===== src/rtl/ocra1_pkg.sv =====
// rtl/ocra1_pkg.sv - shared constants and FSM state type for the OCRA1 DAC bus receiver
// Contents:
//   ADDR_DAC / ADDR_CTRL   DAC register address codes carried in word[23:20]
//   CTRL_RESET             control register reset value (output grounded, DAC tristated)
//   OPGND / DACTRI         control bits that force the output code to zero
//   WORD_BITS_DEF / DATA_BITS_DEF   default frame and code widths
//   rx_state_e             receiver FSM states
package ocra1_pkg;

   localparam logic [3:0]  ADDR_DAC   = 4'h1;
   localparam logic [3:0]  ADDR_CTRL  = 4'h2;

   localparam logic [19:0] CTRL_RESET = 20'h0000C;
   localparam int          OPGND      = 2;
   localparam int          DACTRI     = 3;

   localparam int          WORD_BITS_DEF = 24;
   localparam int          DATA_BITS_DEF = 18;

   typedef enum logic [1:0] {
      ST_WAIT_IDLE = 2'd0,
      ST_IDLE      = 2'd1,
      ST_SHIFT     = 2'd2,
      ST_COMMIT    = 2'd3
   } rx_state_e;

endpackage


===== src/rtl/ocra1_rx_chan.sv =====
// rtl/ocra1_rx_chan.sv - one DAC channel: shift register, input/output/control registers, output gating
// Ports:
//   clk, rst_n     system clock, synchronous active-low reset
//   shift_clr_i    clear the shift register (start of frame)
//   shift_en_i     shift sdo_i in at the LSB (synchronized sclk falling edge)
//   sdo_i          synchronized serial data for this channel
//   commit_i       good frame: decode the word and update input or control register
//   ldac_i         copy input register to output register
//   word_o         current shift register contents
//   vout_o         registered output code, forced to zero while OPGND or DACTRI is set
module ocra1_rx_chan
   import ocra1_pkg::*;
#(
   parameter int WORD_BITS = WORD_BITS_DEF,
   parameter int DATA_BITS = DATA_BITS_DEF
) (
   input  logic                 clk,
   input  logic                 rst_n,
   input  logic                 shift_clr_i,
   input  logic                 shift_en_i,
   input  logic                 sdo_i,
   input  logic                 commit_i,
   input  logic                 ldac_i,
   output logic [WORD_BITS-1:0] word_o,
   output logic [DATA_BITS-1:0] vout_o
);

   localparam int CTRL_BITS = WORD_BITS - 4;

   logic [WORD_BITS-1:0] shift_q, shift_d;
   logic [DATA_BITS-1:0] in_q, in_d;
   logic [DATA_BITS-1:0] out_q, out_d;
   logic [CTRL_BITS-1:0] ctrl_q, ctrl_d;
   logic [DATA_BITS-1:0] vout_q, vout_d;
   logic [3:0]           addr;
   logic                 dac_wr;
   logic                 ctrl_wr;

   always_comb begin
      shift_d = shift_q;
      if (shift_clr_i) begin
         shift_d = '0;
      end else if (shift_en_i) begin
         shift_d = {shift_q[WORD_BITS-2:0], sdo_i};
      end

      addr    = shift_q[WORD_BITS-1 -: 4];
      dac_wr  = commit_i && (addr == ADDR_DAC);
      ctrl_wr = commit_i && (addr == ADDR_CTRL);

      in_d   = dac_wr  ? shift_q[DATA_BITS+1:2] : in_q;
      ctrl_d = ctrl_wr ? shift_q[CTRL_BITS-1:0] : ctrl_q;

      // in_d rather than in_q: an LDAC landing in the commit cycle moves the
      // freshly written code straight through to the output register.
      out_d  = ldac_i ? in_d : out_q;

      vout_d = (ctrl_q[OPGND] | ctrl_q[DACTRI]) ? '0 : out_q;
   end

   always_ff @(posedge clk) begin
      if (!rst_n) begin
         shift_q <= '0;
         in_q    <= '0;
         out_q   <= '0;
         ctrl_q  <= CTRL_BITS'(CTRL_RESET);
         vout_q  <= '0;
      end else begin
         shift_q <= shift_d;
         in_q    <= in_d;
         out_q   <= out_d;
         ctrl_q  <= ctrl_d;
         vout_q  <= vout_d;
      end
   end

   assign word_o = shift_q;
   assign vout_o = vout_q;

endmodule


===== src/rtl/ocra1_rx.sv =====
// rtl/ocra1_rx.sv - OCRA1 four-channel DAC SPI bus receiver with per-channel register model
// Ports:
//   clk, rst_n                     system clock, synchronous active-low reset
//   oc1_clk_i                      SPI sclk, data sampled on its falling edge
//   oc1_syncn_i, oc1_ldacn_i       frame select and load-DAC strobes, active-low
//   oc1_sdo{x,y,z,z2}_i            serial data per channel, MSB first
//   vout{x,y,z,z2}_o               DAC output codes
//   rx_words_o                     last good frame {z2,z,y,x}
//   rx_valid_o                     one-cycle pulse when rx_words_o is loaded
//   update_o                       one-cycle pulse per LDAC transfer
//   frame_err_o                    sticky bad-length frame flag
//   frame_cnt_o                    good-frame counter, wraps
module ocra1_rx
   import ocra1_pkg::*;
#(
   parameter int SYNC_STAGES = 2,
   parameter int WORD_BITS   = WORD_BITS_DEF,
   parameter int DATA_BITS   = DATA_BITS_DEF
) (
   input  logic                   clk,
   input  logic                   rst_n,
   input  logic                   oc1_clk_i,
   input  logic                   oc1_syncn_i,
   input  logic                   oc1_ldacn_i,
   input  logic                   oc1_sdox_i,
   input  logic                   oc1_sdoy_i,
   input  logic                   oc1_sdoz_i,
   input  logic                   oc1_sdoz2_i,
   output logic [DATA_BITS-1:0]   voutx_o,
   output logic [DATA_BITS-1:0]   vouty_o,
   output logic [DATA_BITS-1:0]   voutz_o,
   output logic [DATA_BITS-1:0]   voutz2_o,
   output logic [4*WORD_BITS-1:0] rx_words_o,
   output logic                   rx_valid_o,
   output logic                   update_o,
   output logic                   frame_err_o,
   output logic [15:0]            frame_cnt_o
);

   localparam int NIN      = 7;
   localparam int BITCNT_W = $clog2(WORD_BITS + 2);
   localparam logic [BITCNT_W-1:0] BITCNT_FULL = BITCNT_W'(WORD_BITS);
   localparam logic [BITCNT_W-1:0] BITCNT_SAT  = BITCNT_W'(WORD_BITS + 1);

   // Bit order {sdoz2, sdoz, sdoy, sdox, ldacn, syncn, sclk}. ldacn resets to
   // its idle high so no false LDAC follows reset; syncn resets low so that
   // WAIT_IDLE only leaves once a real high level has crossed the synchronizer.
   localparam logic [NIN-1:0] SYNC_RST = 7'b000_0100;

   logic [NIN-1:0]                  pins;
   logic [NIN-1:0]                  synced;
   logic [SYNC_STAGES-1:0][NIN-1:0] sync_q, sync_d;
   logic [2:0]                      prev_q, prev_d;

   logic sclk_fall, syncn_fall, syncn_rise, ldac_fall;

   rx_state_e             state_q, state_d;
   logic [BITCNT_W-1:0]   bitcnt_q, bitcnt_d;
   logic                  frame_err_q, frame_err_d;
   logic [15:0]           frame_cnt_q, frame_cnt_d;
   logic                  rx_valid_q, rx_valid_d;
   logic                  update_q, update_d;
   logic [4*WORD_BITS-1:0] rx_words_q, rx_words_d;

   logic                  shift_clr;
   logic                  shift_en;
   logic                  commit;
   logic [WORD_BITS-1:0]  word_x, word_y, word_z, word_z2;

   assign pins = {oc1_sdoz2_i, oc1_sdoz_i, oc1_sdoy_i, oc1_sdox_i,
                  oc1_ldacn_i, oc1_syncn_i, oc1_clk_i};

   always_comb begin
      sync_d    = sync_q;
      sync_d[0] = pins;
      for (int i = 1; i < SYNC_STAGES; i++) begin
         sync_d[i] = sync_q[i-1];
      end
   end

   assign synced = sync_q[SYNC_STAGES-1];
   assign prev_d = synced[2:0];

   assign sclk_fall  =  prev_q[0] & ~synced[0];
   assign syncn_fall =  prev_q[1] & ~synced[1];
   assign syncn_rise = ~prev_q[1] &  synced[1];
   assign ldac_fall  =  prev_q[2] & ~synced[2];

   always_comb begin
      state_d     = state_q;
      bitcnt_d    = bitcnt_q;
      frame_err_d = frame_err_q;
      frame_cnt_d = frame_cnt_q;
      rx_valid_d  = 1'b0;
      shift_clr   = 1'b0;
      shift_en    = 1'b0;
      commit      = 1'b0;

      case (state_q)
         ST_WAIT_IDLE: begin
            if (synced[1]) begin
               state_d = ST_IDLE;
            end
         end
         ST_IDLE: begin
            if (syncn_fall) begin
               state_d   = ST_SHIFT;
               bitcnt_d  = '0;
               shift_clr = 1'b1;
            end
         end
         ST_SHIFT: begin
            // End of frame wins over a coincident sclk edge.
            if (syncn_rise) begin
               state_d = ST_COMMIT;
            end else if (sclk_fall) begin
               shift_en = 1'b1;
               if (bitcnt_q != BITCNT_SAT) begin
                  bitcnt_d = bitcnt_q + BITCNT_W'(1);
               end
            end
         end
         ST_COMMIT: begin
            state_d = ST_IDLE;
            if (bitcnt_q == BITCNT_FULL) begin
               commit      = 1'b1;
               rx_valid_d  = 1'b1;
               frame_cnt_d = frame_cnt_q + 16'd1;
            end else begin
               frame_err_d = 1'b1;
            end
         end
         default: begin
            state_d = ST_WAIT_IDLE;
         end
      endcase

      rx_words_d = commit ? {word_z2, word_z, word_y, word_x} : rx_words_q;
      update_d   = ldac_fall;
   end

   always_ff @(posedge clk) begin
      if (!rst_n) begin
         sync_q      <= {SYNC_STAGES{SYNC_RST}};
         prev_q      <= SYNC_RST[2:0];
         state_q     <= ST_WAIT_IDLE;
         bitcnt_q    <= '0;
         frame_err_q <= 1'b0;
         frame_cnt_q <= '0;
         rx_valid_q  <= 1'b0;
         update_q    <= 1'b0;
         rx_words_q  <= '0;
      end else begin
         sync_q      <= sync_d;
         prev_q      <= prev_d;
         state_q     <= state_d;
         bitcnt_q    <= bitcnt_d;
         frame_err_q <= frame_err_d;
         frame_cnt_q <= frame_cnt_d;
         rx_valid_q  <= rx_valid_d;
         update_q    <= update_d;
         rx_words_q  <= rx_words_d;
      end
   end

   ocra1_rx_chan #(.WORD_BITS(WORD_BITS), .DATA_BITS(DATA_BITS)) u_chan_x (
      .clk(clk), .rst_n(rst_n), .shift_clr_i(shift_clr), .shift_en_i(shift_en),
      .sdo_i(synced[3]), .commit_i(commit), .ldac_i(ldac_fall),
      .word_o(word_x), .vout_o(voutx_o)
   );

   ocra1_rx_chan #(.WORD_BITS(WORD_BITS), .DATA_BITS(DATA_BITS)) u_chan_y (
      .clk(clk), .rst_n(rst_n), .shift_clr_i(shift_clr), .shift_en_i(shift_en),
      .sdo_i(synced[4]), .commit_i(commit), .ldac_i(ldac_fall),
      .word_o(word_y), .vout_o(vouty_o)
   );

   ocra1_rx_chan #(.WORD_BITS(WORD_BITS), .DATA_BITS(DATA_BITS)) u_chan_z (
      .clk(clk), .rst_n(rst_n), .shift_clr_i(shift_clr), .shift_en_i(shift_en),
      .sdo_i(synced[5]), .commit_i(commit), .ldac_i(ldac_fall),
      .word_o(word_z), .vout_o(voutz_o)
   );

   ocra1_rx_chan #(.WORD_BITS(WORD_BITS), .DATA_BITS(DATA_BITS)) u_chan_z2 (
      .clk(clk), .rst_n(rst_n), .shift_clr_i(shift_clr), .shift_en_i(shift_en),
      .sdo_i(synced[6]), .commit_i(commit), .ldac_i(ldac_fall),
      .word_o(word_z2), .vout_o(voutz2_o)
   );

   assign rx_words_o  = rx_words_q;
   assign rx_valid_o  = rx_valid_q;
   assign update_o    = update_q;
   assign frame_err_o = frame_err_q;
   assign frame_cnt_o = frame_cnt_q;

endmodule


===== config.mk =====
export PLATFORM = sky130hd
export DESIGN_NAME = ocra1_rx
export DESIGN_NICKNAME = d
export VERILOG_FILES = /design/src/rtl/ocra1_pkg.sv /design/src/rtl/ocra1_rx_chan.sv /design/src/rtl/ocra1_rx.sv
export SDC_FILE = /design/constraint.sdc
export NUM_CORES = 1
export LEC_CHECK = 0
export CAP_MARGIN = 10
export CORE_MARGIN = 2
export CORE_UTILIZATION = 45
export DETAILED_ROUTE_END_ITERATION = 12
export PLACE_DENSITY = 0.69
export SLEW_MARGIN = 25
export SYNTH_ARGS = -nofsm -noshare
export SYNTH_HDL_FRONTEND = slang
export SYNTH_SLANG_ARGS = --single-unit
export TNS_END_PERCENT = 5

===== constraint.sdc =====
create_clock -name clk -period 4.3 [get_ports clk]
set_input_delay 0.86 -clock clk [delete_from_list [all_inputs] [get_ports clk]]
set_output_delay 0.86 -clock clk [all_outputs]
set_load 0.02 [all_outputs]

==> Yosys cells after proc, flatten, opt, wreduce, memory -nomap -nowiden <==
Index checks and enable logic that the tools add are counted.
{ "op_classes": {"n_mux": 20, "eq_ne": 19, "reduce_logical": 19, "bitwise_logic": 14, "n_addsub": 2} }
{ "ops": {"columns": ["op", "count"], "rows": [
  ["18-bit two-way mux", 4],
  ["5-bit two-way mux", 4],
  ["16-bit by 1-bit adder with 16-bit output, second input constant", 1],
  ["4-bit by 1-bit == test with 1-bit output, second input constant", 4],
  ["4-bit by 2-bit == test with 1-bit output, second input constant", 4],
  ["2-bit inequality test, second input constant", 6],
  ["5-bit case mux with 2 select lines", 1],
  ["2-bit OR reduction", 5],
  ["1-bit logical AND", 8],
  ["2-bit case mux with 4 select lines", 1],
  ["1-bit two-way mux", 7],
  ["2-bit two-way mux", 3],
  ["1-bit inverter", 6],
  ["5-bit by 1-bit adder with 5-bit output, second input constant", 1],
  ["5-bit == test, second input constant", 1],
  ["5-bit inequality test, second input constant", 1],
  ["5-bit AND reduction", 1],
  ["1-bit bitwise AND", 4],
  ["2-bit == test, second input constant", 2],
  ["1-bit bitwise OR", 4],
  ["2-bit AND reduction", 2],
  ["3-bit AND reduction", 1],
  ["2-bit by 1-bit == test with 1-bit output, second input constant", 1],
  ["2-bit logical NOT", 1],
  ["2-bit nonzero test", 1]
]} }
{ "word_totals": {"output_inout_bits": 187, "elab_cells": 104, "register_bits": 467, "in_bits": 9} }

==> Depth between registers and ports, before layout <==
{ "depth": {"word_depth": 5, "depth_mapped": 9, "ltp_nobuf": 6} }

==> By module <==
From an unflattened synthesis, not the netlist that was laid out.
{ "unflattened": {"hier_cells": 1700, "area_unflattened_um2": 16743.6} }
{ "modules_own_cells": {"columns": ["mod", "seq_area_each_um2", "n_inst", "area_each_um2", "cells_per_inst"], "rows": [
  ["ocra1_rx_chan", 1601.5, 4, 2906.5, 272],
  ["ocra1_rx", 2782.7, 1, 5117.4, 612]
]} }

==> Least setup slack after synthesis <==
Ideal clock, no wire load.
{ "synth_path": {"kind": "input -> register", "start": "input port rst_n", "end": "register u_chan_x.in_q[10]", "setup_ns": 0.128, "setup_slack_ns": 2.363, "n_path_buf": 3, "arrival_time_ns": 1.809, "required_ns": 4.172, "path_stages": 5, "path_cell_list": "inv_1 > clkbuf_1 > clkbuf_1 > clkbuf_1 > nor2_1"} }
{ "synth_rtl": {"columns": ["item", "line", "source"], "rows": [
  ["start: declaration", "ocra1_rx.sv:21", "input logic rst_n,"],
  ["end signal: assignment", "ocra1_rx_chan.sv:70", "in_q <= in_d;"],
  ["end: declaration", "ocra1_rx_chan.sv:31", "logic [DATA_BITS-1:0] in_q, in_d;"]
]} }
No word-level cell between the ends.

==> Worst setup path in the final report <==
{ "layout_path": {"start": "register bitcnt_q[0]", "end": "register u_chan_z.out_q[3]"} }
{ "layout_via": {"elab_chain_len": 5} }
{ "layout_lines": {"columns": ["item", "line", "source"], "rows": [
  ["start: declaration", "ocra1_rx.sv:58", "logic [BITCNT_W-1:0] bitcnt_q, bitcnt_d;"],
  ["start signal: assignment", "ocra1_rx.sv:157", "bitcnt_q <= bitcnt_d;"],
  ["5-bit == test", "ocra1_rx.sv:125", "if (bitcnt_q == BITCNT_FULL) begin"],
  ["1-bit two-way mux", "ocra1_rx.sv:125", null],
  ["1-bit two-way mux", null, null],
  ["1-bit logical AND", "ocra1_rx_chan.sv:48", "dac_wr = commit_i && (addr == ADDR_DAC);"],
  ["18-bit two-way mux", "ocra1_rx_chan.sv:51", "in_d = dac_wr ? shift_q[DATA_BITS+1:2] : in_q;"],
  ["end signal: assignment", "ocra1_rx_chan.sv:71", "out_q <= out_d;"],
  ["end: declaration", "ocra1_rx_chan.sv:32", "logic [DATA_BITS-1:0] out_q, out_d;"]
]} }
No other way between the ends.
A chain may end at the register's enable or synchronous reset.

==> results.md <==
- Run status: completed
- Most common cell after layout, fill and taps aside: nand2_1
- Io pins: 196
- Slowest cell on crit path: nand3_1
- Tcrit/Tclk final: 0.760
- CTS hold repair buffers: 0
- Kind of critical path: flop to flop
- Post-synthesis mux area share: 0.0313
- Routed via count: 12.2k
- Clock Power Share: 0.459
- Shortest period the worst path allows: 3270 ps
- Post-synthesis instance area: 15,700 um2
- Reg-to-reg startpoint: bitcnt_q[0]$_SDFFE_PN0P_
- N_diodes: 0
- First-pass GRT wire length: between 60,000 and 70,000 um
- Vias in the first global route: 11.9k
- Setup crit end kind: flop
- NumNets Final: 1,907
- Area growth from synthesis to layout: 22.9%
- Final setup TNS: 0 ps
- Int Pwr: 6.68 mW
- Switching part of the total: 0.211
- I/O Buffers: 195
- Setup violators final: 0
- Drt wl/cell: 15.5 um
- R2R setup slack: 1030 ps
- First-pass DRT Iterations: 5
- Rel. slew slack: 0.305
- Worst min-delay path endpoint: synced[2]$_SDFF_PN1_
- Routed WL: ~37,000 um
- Cells on worst reg2reg path: 6
- Register share of total power: 0.511
- Final ANT Viol Nets: 0
- Residual DRC count: 0
- Adder and majority gate portion of the synthesized area: 0.00718
- CP Cell Sequence: inv_1, ha_1, and4b_1, nand3_1, mux2i_1, a21oi_1
- Die height: 191 um
- CTS root buffer: clkbuf_16
- Vias per inst: slightly above 5
- Worst setup SP type: flop
- Clk sink count: roughly 460
- Pwr dens: about 440 nW/um2
- Commonest non-fill, non-tap cells in the layout: nand2_1, dfxtp_1, a21oi_1
- Routability congestion estimate: ~0.80
- Clock buffer depth: 3
- Top Family by Delay on Critical Path: simple AND/OR/NAND/NOR gates
- FFs w/ async S/R, synth: 0
- Clock slew at reported path FFs: 60 ps
- Main combinational cell family by area after synthesis: simple AND/OR/NAND/NOR gates
- HP Start: sync_d[9]$_SDFF_PN1_
- Yosys reg bits: 459
- Worst skew pair latency: 540 ps
- Setup Buffers After CTS: 0
- Switching Power: 1.79 mW
- Final hold violation count: 0
- Worst Skew: around 17 ps
- RSZ-0062 raised after global routing: false
- CTS tree: done
- CTS H-tree depth: 2
- Total power: 8.47 mW
- Die width: 191 um
- XOR/XNOR share of the synthesized area: 0.00558
- Comb pwr share: 0.030
- R2r endpoint: u_chan_z.out_q[3]$_SDFFE_PN0P_
- Worst Path Arrival: between 3000 and 4000 ps
- Critical Path RT: 4680 ps
- Initial Util: 0.455
- Crit path buffers/inverters: 1
- Worst-Margin Slew: 1040 ps
- Initial antenna violation count: 0
- Inserted Clock Buffers: 46
- Worst setup startpoint: bitcnt_q[0]$_SDFFE_PN0P_
- Static leakage: a little under 7 nW
- Grt ovf: 0
- Critical path peak fanout: 18
- Post-synthesis simple-gate area fraction: 0.201
- Achievable frequency: 0.306 GHz
- Die Footprint: around 36,000 um2
- Synthesized instance count: ~1.8k
- Initial DRC count: 758
- Worst vdd ir: 0.250 mV
- Syn_area_per_cell: 8.96 um2
- Largest net degree at the start of global routing: 99
- Synthesized Nets: 1,768
- Gr usage total: 0.202
- Depth of the worst hold-timing path: 1
- Number of synthesized flops with an enable pin: 0
- Max cap viols: 0
- Ys flop type: dfxtp_1
- Yosys Warn Count: 0
- Synth Area in Compound Gates: 0.127
- Post-synth cell types: 47
- Worst min path class: flop to flop
- HPWL after detailed placement: ~22,000 um
- Sequential share of the synthesized area: 0.586
- Critical path's largest stage delay: 1000 ps
- Share of cells above drive strength 1: 0.0552
- Core Region: about 34,000 um2
- FP Rows: a little under 70
- Max-slew violation count: 0
- Post_cts resized: 0
worst max path at each step:
stage	cells past startpoint	to	slack (ps)
2_1_floorplan	5	u_chan_x.in_q[10]$_SDFF_PN0_	2360
3_3_place_gp	6	u_chan_z.out_q[4]$_SDFFE_PN0P_	1200
3_5_place_dp	6	u_chan_z.out_q[3]$_SDFFE_PN0P_	1030
4_1_cts	6	u_chan_z.out_q[3]$_SDFFE_PN0P_	1030
5_1_grt	6	u_chan_z.out_q[0]$_SDFFE_PN0P_	760
6_report	6	u_chan_z.out_q[3]$_SDFFE_PN0P_	1030
routing by layer:
metal	vias up	wire length [um]	global-route usage
met5	-	0	0
met4	0	680	0.0546
met3	57	2200	0.0445
met2	319	17200	0.342
met1	5766	16700	0.261
li1	6078	-	-
worst register-to-register path, cell delays in order, from the launching register on:
cell	delay (ps)
dfxtp_1	370
inv_1	80
ha_1	210
and4b_1	870
nand3_1	1000
mux2i_1	480
a21oi_1	110
sequential cells by signal, indices dropped and copies added, names as in the netlist, 16 cells and up:
name,flops
frame_cnt_o,16
rx_words_o,96
u_chan_x.in_q,18
u_chan_x.out_q,18
u_chan_x.vout_o,18
u_chan_x.word_o,24
u_chan_y.in_q,18
u_chan_y.out_q,18
u_chan_y.vout_o,18
u_chan_y.word_o,24
u_chan_z.in_q,18
u_chan_z.out_q,18
u_chan_z.vout_o,18
u_chan_z.word_o,24
u_chan_z2.in_q,18
u_chan_z2.out_q,18
u_chan_z2.vout_o,18
u_chan_z2.word_o,24
power groups by stage:
stage	Clock, mW	Sequential (mW)	Combinational, mW
final	3.89	4.33	0.254
after global routing	4.17	4.33	0.286
after CTS	3.98	4.33	0.256
after detailed placement	0	4.42	0.256
after global placement	0	4.42	0.244
after floorplan	0	4.41	0.181
through the flow:
step	worst slack [ps]	hold WS, ps	utilization	instance area [um2]	std cells
global placement	1200	393	0.515	17700	2295
finish	1030	398	0.560	19300	2375
floorplan	2360	386	-	15700	1750
detailed placement	1030	396	0.516	17800	2296
CTS	1030	395	0.560	19300	2375
global route	763	419	0.560	19300	2375
logic make-up after synthesis:
logic type | after synthesis
xor gates and xnor gates | 10
and+or+nand+nor | 707
buffers and inverters | 129
AOI/OAI and AO/OA | 387
muxes | 49
DFF | 459
adders and majority gates | 9
Yosys cell counts, types with 2 or more instances:
library cell / n / area share
nand2_1: 473 / 0.11
dfxtp_1: 459 / 0.59
a21oi_1: 271 / 0.086
and2_1: 90 / 0.036
o21ai_0: 76 / 0.024
clkbuf_1: 72 / 0.017
nor2_1: 56 / 0.013
mux2i_1: 49 / 0.031
a31oi_1: 33 / 0.013
nand3_1: 23 / 0.0073
buf_2: 20 / 0.0064
buf_6: 15 / 0.011
ha_1: 9 / 0.0072
inv_1: 9 / 0.0022
nand2b_1: 9 / 0.0036
nand4_1: 8 / 0.0032
buf_1: 7 / 0.0017
nor3_1: 6 / 0.0019
xnor2_1: 6 / 0.0034
buf_4: 5 / 0.0024
nor2b_1: 5 / 0.0020
nor4_1: 5 / 0.0020
nor4b_1: 5 / 0.0028
and3_1: 4 / 0.0016
or3_1: 4 / 0.0016
xor2_1: 4 / 0.0022
or4_1: 3 / 0.0014
nand2_2: 2 / 0.00080
nand3_2: 2 / 0.0013
nand4b_1: 2 / 0.0011
o211ai_1: 2 / 0.00096
final cells by class:
class	count	area (um2)
sequential	459	9190
clock inverter	13	128
multi-input combinational	1162	5910
fill	3104	15200
tap	455	569
clock buffer	66	1360
timing repair buffer	211	2090
inverter	9	38.8
Power figures use the tool's default switching activity.
